<file path="src/rtl/alu_pkg.sv">
// Shared ALU definitions for the EX stage and its issue logic.
//
// Contents:
//   ALU_* control codes presented on alu_ctrl_o
//   issue_state_t  occupancy state of the ID/EX issue stage
package alu_pkg;

    localparam logic [3:0] ALU_AND = 4'b0000;
    localparam logic [3:0] ALU_OR  = 4'b0001;
    localparam logic [3:0] ALU_ADD = 4'b0010;
    localparam logic [3:0] ALU_SUB = 4'b0110;
    localparam logic [3:0] ALU_SLT = 4'b0111;
    localparam logic [3:0] ALU_MUL = 4'b1011;

    typedef enum logic [1:0] {
        EMPTY    = 2'd0,
        MUL_WAIT = 2'd1,
        FULL     = 2'd2
    } issue_state_t;

endpackage

</file>
<file path="src/rtl/id_ex_issue_stage_fwd_sel.sv">
// fwd_sel: forwarding select for one ALU operand.
// EX/MEM wins over MEM/WB; register index 0 never matches because a
// producer is only considered when its destination index is non-zero.
//
// Ports:
//   rs            operand's source register index
//   operand       captured operand value
//   exmem_*       EX/MEM forwarding source (rd, write enable, data)
//   memwb_*       MEM/WB forwarding source (rd, write enable, data)
//   data          selected operand value
//   hit           a forwarding source matched
module fwd_sel
    import alu_pkg::*;
#(
    parameter int REG_AW = 5
) (
    input  logic [REG_AW-1:0] rs,
    input  logic [31:0]       operand,
    input  logic [REG_AW-1:0] exmem_rd,
    input  logic              exmem_we,
    input  logic [31:0]       exmem_data,
    input  logic [REG_AW-1:0] memwb_rd,
    input  logic              memwb_we,
    input  logic [31:0]       memwb_data,
    output logic [31:0]       data,
    output logic              hit
);

    logic hit_exmem;
    logic hit_memwb;

    always_comb begin
        hit_exmem = exmem_we && (exmem_rd != '0) && (exmem_rd == rs);
        hit_memwb = memwb_we && (memwb_rd != '0) && (memwb_rd == rs);
        hit       = hit_exmem || hit_memwb;
        if (hit_exmem) begin
            data = exmem_data;
        end else if (hit_memwb) begin
            data = memwb_data;
        end else begin
            data = operand;
        end
    end

endmodule

</file>
<file path="src/rtl/id_ex_issue_stage.sv">
// id_ex_issue_stage: ID/EX register in front of the EX-stage ALU.
// Captures a decoded instruction, presents it to the ALU and raises
// out_valid_o when the ALU result is ready. A MUL is held for MUL_CYCLES
// cycles so the ALU's combinational multiplier is a multicycle path.
//
// Optional feature macro: FWD_EN (EX/MEM and MEM/WB operand forwarding).
// Without it the forwarding ports are ignored.
//
// Parameters: MUL_CYCLES (1..15), REG_AW (register index width)
// Ports:
//   clk_i, rst_i (async, active-high), flush_i
//   in_valid_i / in_ready_o            decode-side handshake
//   src1_i, src2_i, ctrl_i, rs_i, rt_i, rd_i, regwrite_i   decoded instruction
//   exmem_rd_i/we_i/data_i, memwb_rd_i/we_i/data_i          forwarding sources
//   alu_src1_o, alu_src2_o, alu_ctrl_o ALU inputs
//   rd_o, regwrite_o                   destination tag
//   out_valid_o / out_ready_i          EX/MEM-side handshake
module id_ex_issue_stage
    import alu_pkg::*;
#(
    parameter int MUL_CYCLES = 3,
    parameter int REG_AW     = 5
) (
    input  logic              clk_i,
    input  logic              rst_i,
    input  logic              flush_i,
    input  logic              in_valid_i,
    output logic              in_ready_o,
    input  logic [31:0]       src1_i,
    input  logic [31:0]       src2_i,
    input  logic [3:0]        ctrl_i,
    input  logic [REG_AW-1:0] rs_i,
    input  logic [REG_AW-1:0] rt_i,
    input  logic [REG_AW-1:0] rd_i,
    input  logic              regwrite_i,
    input  logic [REG_AW-1:0] exmem_rd_i,
    input  logic              exmem_we_i,
    input  logic [31:0]       exmem_data_i,
    input  logic [REG_AW-1:0] memwb_rd_i,
    input  logic              memwb_we_i,
    input  logic [31:0]       memwb_data_i,
    output logic [31:0]       alu_src1_o,
    output logic [31:0]       alu_src2_o,
    output logic [3:0]        alu_ctrl_o,
    output logic [REG_AW-1:0] rd_o,
    output logic              regwrite_o,
    output logic              out_valid_o,
    input  logic              out_ready_i
);

`ifdef FWD_EN
    localparam bit FWD_ON = 1'b1;
`else
    localparam bit FWD_ON = 1'b0;
`endif

    localparam logic [3:0] MUL_LOAD = 4'(MUL_CYCLES - 1);

    issue_state_t      state;
    logic [3:0]        cnt;
    logic [31:0]       src1_q;
    logic [31:0]       src2_q;
    logic [3:0]        ctrl_q;
    logic [REG_AW-1:0] rs_q;
    logic [REG_AW-1:0] rt_q;
    logic [REG_AW-1:0] rd_q;
    logic              regwrite_q;
    logic              valid_q;

    logic              capture;
    logic              active;
    logic [31:0]       fwd1_data;
    logic [31:0]       fwd2_data;
    logic              fwd1_hit;
    logic              fwd2_hit;
    logic              fwd1_on;
    logic              fwd2_on;

    fwd_sel #(.REG_AW(REG_AW)) u_fwd_src1 (
        .rs         (rs_q),
        .operand    (src1_q),
        .exmem_rd   (exmem_rd_i),
        .exmem_we   (exmem_we_i),
        .exmem_data (exmem_data_i),
        .memwb_rd   (memwb_rd_i),
        .memwb_we   (memwb_we_i),
        .memwb_data (memwb_data_i),
        .data       (fwd1_data),
        .hit        (fwd1_hit)
    );

    fwd_sel #(.REG_AW(REG_AW)) u_fwd_src2 (
        .rs         (rt_q),
        .operand    (src2_q),
        .exmem_rd   (exmem_rd_i),
        .exmem_we   (exmem_we_i),
        .exmem_data (exmem_data_i),
        .memwb_rd   (memwb_rd_i),
        .memwb_we   (memwb_we_i),
        .memwb_data (memwb_data_i),
        .data       (fwd2_data),
        .hit        (fwd2_hit)
    );

    assign in_ready_o = !flush_i && ((state == EMPTY) || ((state == FULL) && out_ready_i));
    assign capture    = in_valid_i && in_ready_o;

    // Forwarding only applies while an instruction occupies the stage; in
    // EMPTY the outputs simply hold whatever was last shown.
    assign active  = (state != EMPTY);
    assign fwd1_on = FWD_ON && active && fwd1_hit;
    assign fwd2_on = FWD_ON && active && fwd2_hit;

    assign alu_src1_o  = fwd1_on ? fwd1_data : src1_q;
    assign alu_src2_o  = fwd2_on ? fwd2_data : src2_q;
    assign alu_ctrl_o  = ctrl_q;
    assign rd_o        = rd_q;
    assign regwrite_o  = regwrite_q;
    assign out_valid_o = valid_q;

    always_ff @(posedge clk_i or posedge rst_i) begin
        if (rst_i) begin
            state      <= EMPTY;
            cnt        <= '0;
            src1_q     <= '0;
            src2_q     <= '0;
            ctrl_q     <= ALU_AND;
            rs_q       <= '0;
            rt_q       <= '0;
            rd_q       <= '0;
            regwrite_q <= 1'b0;
            valid_q    <= 1'b0;
        end else begin
            // A forwarded value is written back so it survives the
            // producer leaving EX/MEM or MEM/WB; a new capture wins.
            if (fwd1_on && !capture) src1_q <= fwd1_data;
            if (fwd2_on && !capture) src2_q <= fwd2_data;

            if (flush_i) begin
                state   <= EMPTY;
                cnt     <= '0;
                valid_q <= 1'b0;
            end else if (capture) begin
                src1_q     <= src1_i;
                src2_q     <= src2_i;
                ctrl_q     <= ctrl_i;
                rs_q       <= rs_i;
                rt_q       <= rt_i;
                rd_q       <= rd_i;
                regwrite_q <= regwrite_i;
                if ((ctrl_i == ALU_MUL) && (MUL_CYCLES > 1)) begin
                    state   <= MUL_WAIT;
                    cnt     <= MUL_LOAD;
                    valid_q <= 1'b0;
                end else begin
                    state   <= FULL;
                    cnt     <= '0;
                    valid_q <= 1'b1;
                end
            end else begin
                case (state)
                    MUL_WAIT: begin
                        if (cnt == 4'd1) begin
                            state   <= FULL;
                            cnt     <= '0;
                            valid_q <= 1'b1;
                        end else begin
                            cnt <= cnt - 4'd1;
                        end
                    end
                    FULL: begin
                        if (out_ready_i) begin
                            state   <= EMPTY;
                            valid_q <= 1'b0;
                        end
                    end
                    default: ;
                endcase
            end
        end
    end

endmodule

</file>
<file path="config.mk">
export PLATFORM = sky130hd
export DESIGN_NAME = id_ex_issue_stage
export DESIGN_NICKNAME = d
export VERILOG_FILES = /design/src/rtl/alu_pkg.sv /design/src/rtl/id_ex_issue_stage_fwd_sel.sv /design/src/rtl/id_ex_issue_stage.sv
export SDC_FILE = /design/constraint.sdc
export NUM_CORES = 1
export LEC_CHECK = 0
export CAP_MARGIN = 20
export CORE_MARGIN = 2
export CORE_UTILIZATION = 35
export DETAILED_ROUTE_END_ITERATION = 6
export PLACE_DENSITY_LB_ADDON = 0.1
export SYNTH_ARGS = -nofsm -noshare
export SYNTH_HDL_FRONTEND = slang
export SYNTH_HIERARCHICAL = 1
export SYNTH_SLANG_ARGS = --single-unit
</file>
<file path="constraint.sdc">
create_clock -name clk_i -period 5.8 [get_ports clk_i]
set_input_delay 1.16 -clock clk_i [delete_from_list [all_inputs] [get_ports clk_i]]
set_output_delay 1.16 -clock clk_i [all_outputs]
set_load 0.05 [all_outputs]
</file>
==> reports/results.ini, run 1 <==
[outcome]
run_status = completed

[global_route]
grt.total_usage = 0.148
grt-ovfl-total = 0
grt_pass1_vias = 2286
grt_pass1_wl_um = 11800
grt_max_degree = 46
antenna_found_initial = 0

[timing]
hold_slack_ns = 0.507
hold_viol_final = 0
finalSetupViolations = 0
min_period_ns = 3.88
slew_viol_final = 0
max_freq_mhz = 258
tightest_slew_ns = 0.634
fin_setup_tns_ns = 0
period_share = 0.668
max-slew-margin-rel = 0.577
fin_ws_ns = 1.92
rsz0062_at_grt = no
finClkSkew_ns = 0.00644

[finish]
final_area_mm2 = 0.00525
drive_above_1_share = 0.260
diodes = 0
fillers = 795
finish.utilization = 0.565
layout_common_cells = clkdlybuf4s50_1 (154), dfrtp_1 (80), mux2_4 (60)
final_common_cell = clkdlybuf4s50_1
syn_to_final_growth_pct = 55.7
layout.nets = 527
multi_input_area_mm2 = 0.00128
final-seq-area_mm2 = 0.00200

[clock_network]
post_cts_resized = 0
clkLatencyLatePin_ns = 0.34
cts_hold_buffers = 0
clockRootBuffer = clkbuf_8
cts_made_buffers = 9
htree_levels = 3
cts.sinks = 80
cts_tree = done
cts_max_path_buffers = 2
cts_setup_buffers = 0
clkTransAtPathRegs_ns = 0.08

[yosys]
avgSynthCellArea_um2 = 16.9
yosysWarnings = 6
ys_ff_latch = 80
yosysSeqAreaShare = 0.594
synth_area_mm2 = 0.00337
synth_cell_types = 22
syn_inst = 200
synth_fp_nets = 367

[detailed_routing]
drc = 0
drtIter0Drc = 58
postRouteWirelength_um = 7660
dr.pass1.iters = 3
via_per_inst = 4.50
vias = 2222
wl_per_cell_um = 15.5
final_antenna_net_count = 0

[worst_setup_path]
critPathKind = in2out
crit_fanout = 7
max_stage_delay_ns = 0.85
reg2reg_to = alu_src1_o[24]
crit_start = flush_i
ff2ff_path_depth = 4
critical_path_arrival_ns = 2.72
worstReg2RegStart = state[1]
crit_path_start_kind = primary input
critPathMostFrequentCell = clkdlybuf4s50_1
cp_data_required_time_ns = 4.64
crit_path_end_kind = primary output
r2r_slack_ns = 3.52
cp_cell_sequence = clkdlybuf4s50_1 > nor3_1 > clkdlybuf4s50_1
crit_path_top_delay_cell = clkdlybuf4s50_1

[power_and_ir_drop]
p_leak_nw = 2.36
power.density_mw_per_mm2 = 370
peakVddDrop_mv = 0.161

[place]
hpwlAfterDp_um = 5510
gp_congestion = 0.725
port_buffers = 154
placed_cell_area_mm2 = 0.00502
pre_cts_slack_ns = 1.91

[floorplanning]
start_util = 0.363
dieArea_mm2 = 0.0104
rows = 35
core-area_mm2 = 0.00928
die_y_um = 102
io_pins = 241
die_w_um = 102

[hold_path]
hp-class = reg2reg
whs_path_depth = 1
hold_start = rd_o[4]
min_to = rd_o[4]

[run]
maxCapViolCount = 0

where the power goes:
group          internal, W  leakage, nW  total [W]  switching, W
clock network     0.000256        0.109   0.000460      0.000205
logic             0.000328         1.30   0.000780      0.000452
registers         0.000653        0.951   0.000704     0.0000517
total              0.00124         2.36    0.00194      0.000708
state kept, by name, indices dropped and copies added (netlist names):
register,count
rd_o,5
alu_src2_o,32
cnt,4
alu_ctrl_o,4
alu_src1_o,32
state,2
regwrite_o,1
critical path, delay by kind of cell:
kind	cells	cell delay, ns
buf+inv	2	1.35
simple gates	1	0.21
synth_stat cells:
cell type	number	area, um2
and2_1	1	6.26
a211oi_1	1	7.51
nand2_1	1	3.75
nor3_1	2	10.0
nand4b_1	1	8.76
o21bai_1	1	7.51
nor2b_1	3	18.8
inv_1	4	15.0
a21oi_1	3	15.0
o21ai_0	5	25.0
nor2_1	3	11.3
buf_2	1	5.00
dfrtp_1	80	2000
buf_6	7	78.8
a31oi_1	1	6.26
mux2_2	14	158
nor3b_1	1	7.51
or4_1	3	22.5
nand2b_1	3	18.8
or3_1	3	18.8
ha_1	2	25.0
mux2_4	60	901
kinds of logic (layout without fill, tap and decap cells):
logic type,count (synthesis),count (layout),synth area share
simple gates,21,21,0.0375
fa+ha+maj,2,2,0.00742
buf+inv,12,177,0.0293
flops,80,80,0.594
mux,74,74,0.314
compound gates,11,11,0.0182
worst max-delay path by stage:
stage | endpoint | slack [ns] | cells after the start
after floorplan | in_ready_o | 2.36 | 2
after global placement | in_ready_o | 1.93 | 3
after detailed placement | in_ready_o | 1.91 | 3
after CTS | in_ready_o | 1.90 | 3
after global routing | in_ready_o | 1.81 | 3
final | in_ready_o | 1.92 | 3
through the flow:
step | total power, W | std cells
floorplan | 0.00122 | 200
global placement | 0.00149 | 478
detailed placement | 0.00150 | 478
CTS | 0.00197 | 494
global route | 0.00203 | 494
finish | 0.00194 | 494
cell type report:
cell class	instances	area share
clock buffers	10	0.0262
well taps	129	0.0307
multi-input cells	108	0.243
repair buffers	157	0.298
inverters	4	0.00310
clock inverters	6	0.0176
flip-flops and latches	80	0.381
per-layer routing:
layer / up-vias / global-route usage / wire length [um]
li1: 1026 / - / -
met1: 1079 / 0.223 / 3710
met2: 107 / 0.194 / 3130
met3: 10 / 0.0499 / 723
met4: 0 / 0.0585 / 102
met5: - / 0 / 0
(Power assumes the default switching activity.)
==> run 2, diff against run 1 <==
==> constraint.sdc (replaced) <==
create_clock -name clk_i -period 3.7 [get_ports clk_i]
set_input_delay 0.74 -clock clk_i [delete_from_list [all_inputs] [get_ports clk_i]]
set_output_delay 0.74 -clock clk_i [all_outputs]
set_load 0.05 [all_outputs]
==> run 2 against run 1 <==
Against the previous run:
- via count shrank 0.27%
- count of clock-buffer cells in the layout increased by 1
- critical path type unchanged
- combinational power grew 58%
- global-route usage decreased by 0.066 points
- non-clock buffer count rose by 1
- worst hold slack improved by 0.0025 ns
- die area stayed put
- register-to-register slack worse by 1.7 ns
- core utilization decreased by 0.23 points
- critical endpoint unchanged
- clock power up 34%
- wire length rose by 1.3%
==> reports/results.ini, run 2 (synthesis gave the netlist of run 1 again) <==
[floorplanning]
core-area_mm2 = 0.00928
start_util = 0.363
dieArea_mm2 = 0.0104
die_y_um = 102
io_pins = 241
rows = 35
die_w_um = 102

[clock_network]
cts_tree = done
clockRootBuffer = clkbuf_8
cts_setup_buffers = 0
cts_max_path_buffers = 2
clkLatencyLatePin_ns = 0.34
cts.sinks = 80
cts_hold_buffers = 0
cts_made_buffers = 9
post_cts_resized = 0
clkTransAtPathRegs_ns = 0.08
htree_levels = 3

[global_route]
use_met1 = 0.217
grt.total_usage = 0.148
grt-ovfl-total = 0
grt.busiest_layer = met1
grt_pass1_wl_um = 11700
grtUsageMet2 = 0.199
grt_pass1_vias = 2332
antenna_found_initial = 1
grt_util_met3 = 0.0486
grt_max_degree = 48

[worst_setup_path]
crit_fanout = 7
critical_path_arrival_ns = 2.31
crit_path_end_kind = primary output
crit_path_start_kind = primary input
critPathKind = in2out
cp_data_required_time_ns = 2.96

[power_and_ir_drop]
p_comb_frac = 0.416
switchingPower_w = 0.00110
power.internal_w = 0.00185
fin_total_pwr_w = 0.00295
p_leak_nw = 2.35
clkPwrFrac = 0.209
power.share.sequential = 0.375
peakVddDrop_mv = 0.276
power.density_mw_per_mm2 = 564
p_sw_frac = 0.372

[finish]
syn_to_final_growth_pct = 55.1
drive_above_1_share = 0.257
final_area_mm2 = 0.00523
final_common_cell = clkdlybuf4s50_1
layout.nets = 528
diodes = 0
layout_common_cells = clkdlybuf4s50_1 (154), dfrtp_1 (80), mux2_4 (60)

[timing]
fin_setup_tns_ns = 0
fin_ws_ns = 0.652
tightest_slew_ns = 0.738
rsz0062_at_grt = no
hold_viol_final = 0
finalSetupViolations = 0
min_period_ns = 3.05
slew_viol_final = 0
max-slew-margin-rel = 0.508
period_share = 0.824
max_freq_mhz = 328
finClkSkew_ns = 0.0135

[hold_path]
hp-class = reg2reg

[place]
placed_cell_area_mm2 = 0.00504
gp_congestion = 0.778
hpwlAfterDp_um = 5580
pre_cts_slack_ns = 0.662
port_buffers = 154

[detailed_routing]
vias = 2216
postRouteWirelength_um = 7760
via_per_inst = 4.48
drtIter0Drc = 61
drc = 0
dr.pass1.iters = 4
wl_per_cell_um = 15.7
final_antenna_net_count = 0

[run]
maxCapViolCount = 0

[outcome]
run_status = completed

run 2: cell types whose count changed in the layout (fill, tap and decap cells not counted), sizes merged:
cell | before | now
bufinv | 2 | 1
clkbuf | 10 | 11
clkinv | 3 | 2
clkinvlp | 2 | 3
buf | 3 | 4
run 2: path summary, 6_finish.rpt:
check | startpoint | end | slack (ns) | cells after the start
worst min-delay path | alu_src2_o[18] | alu_src2_o[18] | 0.51 | 1
worst max-delay path | flush_i | in_ready_o | 0.65 | 3
min in group asynchronous | rst_i | alu_src2_o[13] | 0.82 | 2
max in group asynchronous | rst_i | alu_src2_o[9] | 2.10 | 3
worst max register to register | state[1] | alu_src1_o[22] | 1.79 | 4
worst min register to register | alu_src2_o[18] | alu_src2_o[18] | 0.51 | 1
run 2: power by group through the flow:
stage	combinational [W]	sequential [W]	clock [W]
after floorplan	0.000266	0.00165	0
after global routing	0.00127	0.00112	0.000676
final	0.00123	0.00110	0.000617
after global placement	0.00123	0.00112	0
after detailed placement	0.00123	0.00112	0
after CTS	0.00124	0.00111	0.000641
run 2: per-layer routing:
metal	part of all wire	vias to the layer above
met1	0.49	1070
met5	0.0013	-
met3	0.093	9
met4	0.0095	2
li1	-	1025
met2	0.40	110
run 2: per-stage QoR:
step / instances / hold slack [ns] / util
after floorplan: 200 / 0.534 / -
after global placement: 479 / 0.488 / 0.543
after detailed placement: 479 / 0.490 / 0.543
after CTS: 495 / 0.512 / 0.563
after global routing: 495 / 0.520 / 0.563
final: 495 / 0.509 / 0.563
run 2: cell type report:
type	count	area, um2
clock buffer	11	131
clock inverter	5	57.6
fill	816	4060
inverter	4	16.3
multi-input combinational	108	1280
sequential	80	2000
tap	129	161
timing repair buffer	158	1580
run 2: critical path, stage by stage:
cell,delay (ns)
clkdlybuf4s50_1,0.50
nor3_1,0.21
clkdlybuf4s50_1,0.85
